<file path="config.mk">
export PLATFORM = sky130hd
export DESIGN_NAME = piso_serializer
export DESIGN_NICKNAME = d
export VERILOG_FILES = /design/src/rtl/piso_serializer.sv
export SDC_FILE = /design/constraint.sdc
export NUM_CORES = 1
export LEC_CHECK = 0
export BUFFER_PORTS_ARGS = -buffer_cell sky130_fd_sc_hd__buf_4
export CAP_MARGIN = 40
export CELL_PAD_IN_SITES_DETAIL_PLACEMENT = 0
export CELL_PAD_IN_SITES_GLOBAL_PLACEMENT = 1
export CORE_MARGIN = 2
export CORE_UTILIZATION = 44
export CTS_BUF_LIST = sky130_fd_sc_hd__clkbuf_2 sky130_fd_sc_hd__clkbuf_4 sky130_fd_sc_hd__clkbuf_8
export DETAILED_ROUTE_END_ITERATION = 16
export PLACE_DENSITY_LB_ADDON = 0.05
export SYNTH_ARGS = -nofsm -noshare
export SYNTH_HDL_FRONTEND = slang
export SYNTH_SLANG_ARGS = --single-unit
</file>
<file path="constraint.sdc">
create_clock -name clk -period 1.65 [get_ports clk]
set_input_delay 0.0825 -clock clk [delete_from_list [all_inputs] [get_ports clk]]
set_output_delay 0.0825 -clock clk [all_outputs]
set_load 0.02 [all_outputs]
</file>
<file path="src/rtl/piso_serializer.sv">
// Parallel-in/serial-out stage: takes a WIDTH-bit word over valid/ready and
// emits it one bit per clock on data_out/data_valid, with an optional idle gap.
module piso_serializer #(
  parameter int WIDTH      = 4,
  parameter bit MSB_FIRST  = 1'b1,
  parameter int GAP_CYCLES = 0
) (
  input  logic             clk,
  input  logic             reset,
  input  logic [WIDTH-1:0] par_in,
  input  logic             load_valid,
  output logic             load_ready,
  output logic             data_out,
  output logic             data_valid,
  output logic             busy,
  output logic             word_done
);

  localparam int            CW       = $clog2(WIDTH);
  localparam logic [CW-1:0] BIT_LAST = CW'(WIDTH - 1);
  localparam logic [7:0]    GAP_LAST = 8'(GAP_CYCLES - 1);

  typedef enum logic [1:0] {
    ST_IDLE,
    ST_SHIFT,
    ST_GAP
  } state_e;

  state_e           state_q, state_d;
  logic [WIDTH-1:0] shift_q, shift_d;
  logic [CW-1:0]    bit_cnt_q, bit_cnt_d;
  logic [7:0]       gap_cnt_q, gap_cnt_d;

  logic load_ready_q, load_ready_d;
  logic data_out_q, data_out_d;
  logic data_valid_q, data_valid_d;
  logic busy_q, busy_d;
  logic word_done_q, word_done_d;

  logic             accept;
  logic [WIDTH-1:0] shift_next;

  // Handshake is qualified by the registered ready the upstream actually saw.
  assign accept     = load_valid && load_ready_q;
  assign shift_next = MSB_FIRST ? {shift_q[WIDTH-2:0], 1'b0}
                                : {1'b0, shift_q[WIDTH-1:1]};

  // State register: every flop is cleared by the synchronous reset.
  always_ff @(posedge clk) begin
    // NOTE: sequential state uses non-blocking assignments so all flops
    // update together from pre-edge values.
    if (reset) begin
      state_q      <= ST_IDLE;
      shift_q      <= '0;
      bit_cnt_q    <= '0;
      gap_cnt_q    <= '0;
      load_ready_q <= 1'b0;
      data_out_q   <= 1'b0;
      data_valid_q <= 1'b0;
      busy_q       <= 1'b0;
      word_done_q  <= 1'b0;
    end else begin
      state_q      <= state_d;
      shift_q      <= shift_d;
      bit_cnt_q    <= bit_cnt_d;
      gap_cnt_q    <= gap_cnt_d;
      load_ready_q <= load_ready_d;
      data_out_q   <= data_out_d;
      data_valid_q <= data_valid_d;
      busy_q       <= busy_d;
      word_done_q  <= word_done_d;
    end
  end

  // Next-state logic.
  always_comb begin
    // NOTE: every comb output gets a default first so no latch is inferred.
    state_d   = state_q;
    shift_d   = shift_q;
    bit_cnt_d = bit_cnt_q;
    gap_cnt_d = gap_cnt_q;
    unique case (state_q)
      ST_IDLE: begin
        if (accept) begin
          state_d   = ST_SHIFT;
          shift_d   = par_in;
          bit_cnt_d = '0;
        end
      end
      ST_SHIFT: begin
        if (bit_cnt_q != BIT_LAST) begin
          shift_d   = shift_next;
          bit_cnt_d = bit_cnt_q + 1'b1;
        end else if (GAP_CYCLES > 0) begin
          state_d   = ST_GAP;
          shift_d   = '0;
          bit_cnt_d = '0;
          gap_cnt_d = '0;
        end else if (accept) begin
          shift_d   = par_in;
          bit_cnt_d = '0;
        end else begin
          state_d   = ST_IDLE;
          shift_d   = '0;
          bit_cnt_d = '0;
        end
      end
      ST_GAP: begin
        if (gap_cnt_q == GAP_LAST) begin
          state_d = ST_IDLE;
        end else begin
          gap_cnt_d = gap_cnt_q + 8'd1;
        end
      end
      default: state_d = ST_IDLE;
    endcase
  end

  // Outputs are decoded from next state so they are registered yet aligned.
  always_comb begin
    data_valid_d = (state_d == ST_SHIFT);
    busy_d       = (state_d != ST_IDLE);
    word_done_d  = (state_d == ST_SHIFT) && (bit_cnt_d == BIT_LAST);
    load_ready_d = (state_d == ST_IDLE) ||
                   ((GAP_CYCLES == 0) && word_done_d);
    data_out_d   = 1'b0;
    if (data_valid_d) begin
      data_out_d = MSB_FIRST ? shift_d[WIDTH-1] : shift_d[0];
    end
  end

  assign load_ready = load_ready_q;
  assign data_out   = data_out_q;
  assign data_valid = data_valid_q;
  assign busy       = busy_q;
  assign word_done  = word_done_q;

endmodule

</file>
# After elaboration in Yosys (flattened, before gate mapping)
# Cells that the tools add are included.
# totals
regBits	21
output_inout_bits	5
# classes
n_addsub	2
n_eq_ne	7
n_mux	12
bitwise	2
n_reduce_logical	10
# op_table
operator	count
2-bit two-way mux	6
4-bit two-way mux	3
8-bit by 1-bit adder with 8-bit output, second input constant	1
8-bit equality test, second input constant	1
4-bit case mux with 2 select lines	1
2-bit case mux with 3 select lines	1
2-bit by 1-bit equality test with 1-bit output, second input constant	2
2-bit equality test, second input constant	2
2-bit logical NOT	2
2-bit inequality test, second input constant	2
2-bit case mux with 2 select lines	1
2-bit AND reduction	2
2-bit nonzero test	2
2-bit by 1-bit adder with 2-bit output, second input constant	1
1-bit logical AND	2
1-bit inverter	2
2-bit OR reduction	1
1-bit logical OR	1

# Depth between registers and ports, before layout
# logic_depth
depth_word	7
ltp_mapped	5

# Least setup slack after synthesis
# OpenSTA, ideal clock, no wires.
# synth_timing
kind	register -> register
startpoint	register gap_cnt_q[0]
endpoint	register gap_cnt_q[3]
setup_ns	0.059
arrival_ns	1.291
path_slack_ns	0.300
stages_incl_launch_ff	6
synth_period_minus_slack_ns	1.350
cell_sequence	dfxtp_1 -> ha_1 -> nand4_1 -> o21bai_4 -> or4_1 -> nand2_1
# synth_between
elab_chain_len	3
# synth_rtl
element	line	rtl
start, declared	32	logic [7:0] gap_cnt_q, gap_cnt_d;
start signal, assigned	66	gap_cnt_q <= gap_cnt_d;
parallel branches: the longest is 3 deep, another holds 8-bit by 1-bit adder with 8-bit output	n/a	
# Parallel ways; which one is timed is not known.
# A chain may end at the register's enable or synchronous reset.

# Final worst setup path
# layout_timing
startpoint	register bit_cnt_q[0]
endpoint	register load_ready_q, in the netlist load_ready
# layout_between
elab_chain_len	6
# layout_rtl
element	line	rtl
start, declared	31	logic [CW-1:0] bit_cnt_q, bit_cnt_d;
start signal, assigned	65	bit_cnt_q <= bit_cnt_d;
2-bit by 1-bit adder with 2-bit output or 2-bit inequality test (tied branches)	93, 91	
2-bit two-way mux	91	if (bit_cnt_q != BIT_LAST) begin
2-bit case mux with 2 select lines or 2-bit case mux with 3 select lines (tied branches)	82	unique case (state_q)
2-bit equality test or 2-bit by 1-bit equality test with 1-bit output (tied branches)	123	word_done_d = (state_d == ST_SHIFT) && (bit_cnt_d == BIT_LAST);
1-bit logical AND	123	
1-bit logical OR (*)	124	load_ready_d = (state_d == ST_IDLE) ||
end signal, assigned	67	load_ready_q <= load_ready_d;
end, declared	34	logic load_ready_q, load_ready_d;
# Mark *: on every way between the ends. The rest lies on a longest branch, timed or not.

==> flow_summary.rst <==
.. list-table::
   :header-rows: 1

   * - Metric
     - Value
   * - Post-synth EDFFs
     - 0
   * - Top post-synthesis cells by area
     - sky130_fd_sc_hd__dfxtp_1 45%, sky130_fd_sc_hd__o21bai_1 4.1%, sky130_fd_sc_hd__a221oi_1 3.8%
   * - Initial antenna violation count
     - 0
   * - Wire length per cell after detailed routing
     - 12.61 µm
   * - Worst Setup Path Type
     - flop to flop
   * - Actual transition at the worst max-transition pin
     - 0.3333 ns
   * - Worst-skew pair later-pin latency
     - 0.31 ns
   * - Class of the worst hold path
     - primary input to flop
   * - Number of distinct standard cells referenced by the synthesized netlist
     - 37
   * - Switching power of the nets
     - 222.6 µW
   * - Remaining antenna violation count
     - 0
   * - Synthesis warning total
     - 0
   * - Number of placement rows
     - 16
   * - Fill cells
     - 183
   * - Share of total power in the clock network
     - 29.4%
   * - CORE AREA
     - 0.001982 mm²
   * - Syn Nets
     - 108
   * - Number of sinks handled by clock tree synthesis
     - 21
   * - Sequential group share of total power
     - 59.4%
   * - # H-tree levels
     - 1
   * - Pin count of the biggest net entering global routing
     - 21
   * - LEAKAGE
     - 0.0004410 µW
   * - Slew HR
     - 77.73%
   * - Post-CTS Hold Fix Bufs
     - 0
   * - Starting Density
     - 46.65%
   * - Number of buffers between clock root and the deepest sink
     - 2
   * - Area added between synthesis and finish
     - 16.10%
   * - Max-capacitance violation count
     - 0
   * - GP Congestion
     - 0.7259
   * - Horizontal die dimension
     - 49.84 µm
   * - Share of layout cells above drive strength 1
     - 21.24%
   * - Share of synthesized flip-flops with an asynchronous set or reset
     - 0%
   * - Slack of the critical path
     - 0.1827 ns
   * - Number of DRC markers after the initial detailed-route iteration
     - 22
   * - Cell count after synthesis
     - 99
   * - Logic gate share of total power
     - 11.1%
   * - Drt drc
     - 0
   * - Number of nets in the layout
     - 123
   * - Required time reported for the critical path endpoint
     - 1.87 ns
   * - Mapped Avg Cell Area
     - 9.340 µm²
   * - Setup Total Neg Slack
     - 0 ns
   * - I/O Pins
     - 12
   * - First-pass GRT wire length
     - 2849 µm
   * - Top flip-flop cell by instance count after synthesis
     - sky130_fd_sc_hd__dfxtp_1
   * - All-Layer GR Usage
     - 15.31%
   * - Post-synthesis cell type with the largest combined area
     - sky130_fd_sc_hd__dfxtp_1
   * - Max Fanout on Critical Path
     - 6
   * - Number of vias per cell
     - 5.343
   * - Placement Cell Area
     - 0.001041 mm²
   * - Power density over cell area
     - 845.1 mW/mm²
   * - Via count of the first global-routing pass
     - 636
   * - Port Buffer Count
     - 11
   * - Clock slew at reported path FFs
     - 0.11 ns
   * - Layout Cells excl Fill
     - 140
   * - CP endpoint kind
     - flop
   * - Post_cts resized
     - 0
   * - Crit path time final
     - 1.467 ns
   * - Die Height
     - 49.84 µm
   * - Placed cell count
     - 136
   * - Final worst-path cycle share
     - 88.93%
   * - Worst slack, placed
     - 0.1299 ns
   * - Full die area
     - 0.002484 mm²
   * - Unrepaired setup endpoints after global routing
     - no
   * - Grt ovf
     - 0
   * - Element type at the critical path start
     - flop
   * - Final number of hold-violating endpoints
     - 0
   * - Final Total Pwr
     - 907.3 µW
   * - Number of buffers inserted to repair setup after CTS
     - 0
   * - Total setup violations reported at the end of the flow
     - 0
   * - Total via count in the routed design
     - 748
   * - Count of state elements after synthesis
     - 21
   * - CTS tree
     - done
   * - Cell Int Power
     - 684.7 µW
   * - Status
     - complete, no violations
   * - Layout Skew
     - 0.005690 ns
   * - Antenna diode count
     - 0
   * - Worst VDD drop
     - 464.2 µV
   * - Switching portion of total power
     - 24.54%
   * - Post-synthesis instance area
     - 924.6 µm²
   * - Root buffer cell
     - sky130_fd_sc_hd__clkbuf_4
   * - Top cell type's share of synthesized area
     - 45.47%
   * - Area used by multi-input combinational logic
     - 476.7 µm²
   * - Detailed Route WL
     - 1765 µm
   * - Critical Path AT
     - 1.69 ns
   * - Top achievable clock speed
     - 0.6815 GHz
   * - Final Max Tran Viols
     - 0
   * - Final cell area excluding filler cells
     - 0.001074 mm²
   * - Register cell area after layout
     - 420.4 µm²
   * - Number of CTS-inserted buffers
     - 3
   * - Length of the first detailed-routing pass in iterations
     - 4
   * - Sequential cell area fraction in the yosys report
     - 45.47%
   * - Post-DP HPWL
     - 1266 µm
[flip-flops by register name, indices dropped and copies added (netlist names)]
name / cells
shift_q: 4
data_valid: 1
gap_cnt_q: 8
bit_cnt_q: 2
word_done: 1
state_q: 2
busy: 1
data_out: 1
load_ready: 1
[per-stage QoR]
step | hold slack (ns) | utilization, %
after CTS | 0.03925 | 54.04
after global routing | 0.04234 | 54.17
after floorplan | 0.2509 | -
after detailed placement | 0.3775 | 52.53
final | 0.04933 | 54.17
after global placement | 0.3834 | 52.53
[worst paths after layout]
path,startpoint,to,slack [ns],cells past startpoint
max,bit_cnt_q[0]$_SDFF_PP0_,load_ready$_SDFF_PP0_,0.18,5
min,par_in[0],shift_q[0]$_SDFFE_PP0P_,0.05,3
max reg2reg,bit_cnt_q[0]$_SDFF_PP0_,load_ready$_SDFF_PP0_,0.18,5
min reg2reg,shift_q[0]$_SDFFE_PP0P_,shift_q[0]$_SDFFE_PP0P_,0.46,2
[worst max-delay path, stage by stage (launching register included)]
cell and delay (ns):
sky130_fd_sc_hd__dfxtp_1 0.34, sky130_fd_sc_hd__ha_1 0.23, sky130_fd_sc_hd__nand2b_2 0.24, sky130_fd_sc_hd__a211oi_2 0.28
sky130_fd_sc_hd__inv_1 0.09, sky130_fd_sc_hd__o32ai_1 0.21
[synth_stat cells (2+ instances only)]
cell and number:
sky130_fd_sc_hd__a211oi_1 2, sky130_fd_sc_hd__a21oi_1 5, sky130_fd_sc_hd__a221oi_1 4, sky130_fd_sc_hd__a31oi_1 4, sky130_fd_sc_hd__and3b_1 2, sky130_fd_sc_hd__clkbuf_1 2, sky130_fd_sc_hd__dfxtp_1 21, sky130_fd_sc_hd__ha_1 2
sky130_fd_sc_hd__inv_1 4, sky130_fd_sc_hd__nand2_1 7, sky130_fd_sc_hd__nand3_1 4, sky130_fd_sc_hd__nor2_1 8, sky130_fd_sc_hd__nor2b_1 3, sky130_fd_sc_hd__nor3_1 4, sky130_fd_sc_hd__o21bai_1 5
[layer usage]
metal	global-route usage [%]	part of all wire [%]
met1	21.41	54
met2	21.56	42
met3	3.636	2.9
met4	8.333	1.2
met5	0	0
[kinds of logic (layout without fill, tap and decap cells)]
logic type      count (synthesis)  in the layout  share of synthesized area, %
xor+xnor                        1              1                        0.9474
flops                          21             21                         45.47
simple gates                   40             40                         24.09
compound gates                 27             27                         22.46
fa+ha+maj                       2              2                         2.706
buf+inv                         7             21                         3.248
mux                             1              1                         1.083
[power groups by stage]
stage | Sequential (µW) | Clock, µW | Combinational (µW)
after floorplan | 555 | 0 | 53.9
after global placement | 550 | 0 | 98.6
after detailed placement | 550 | 0 | 101
after CTS | 539 | 279 | 101
after global routing | 542 | 298 | 112
final | 539 | 267 | 101
[placed cells by master (no fill, tap or decap), types with 3 or more instances in the layout]
master	instances
sky130_fd_sc_hd__a221oi_1	4
sky130_fd_sc_hd__nor3_1	4
sky130_fd_sc_hd__buf_4	13
sky130_fd_sc_hd__nor2_1	8
sky130_fd_sc_hd__dfxtp_1	21
sky130_fd_sc_hd__clkbuf_4	4
sky130_fd_sc_hd__nor2b_1	3
sky130_fd_sc_hd__nand2_1	7
sky130_fd_sc_hd__o21bai_1	5
sky130_fd_sc_hd__inv_1	4
sky130_fd_sc_hd__nand3_1	4
sky130_fd_sc_hd__a31oi_1	4
sky130_fd_sc_hd__a21oi_1	5
[cell type report]
cell class | count | area share (%)
inverters | 4 | 1.399
multi-input cells | 71 | 44.41
flip-flops and latches | 21 | 39.16
well taps | 27 | 3.147
clock buffers | 4 | 2.797
repair buffers | 13 | 9.091
No activity file was read; power rests on OpenSTA's default activity.
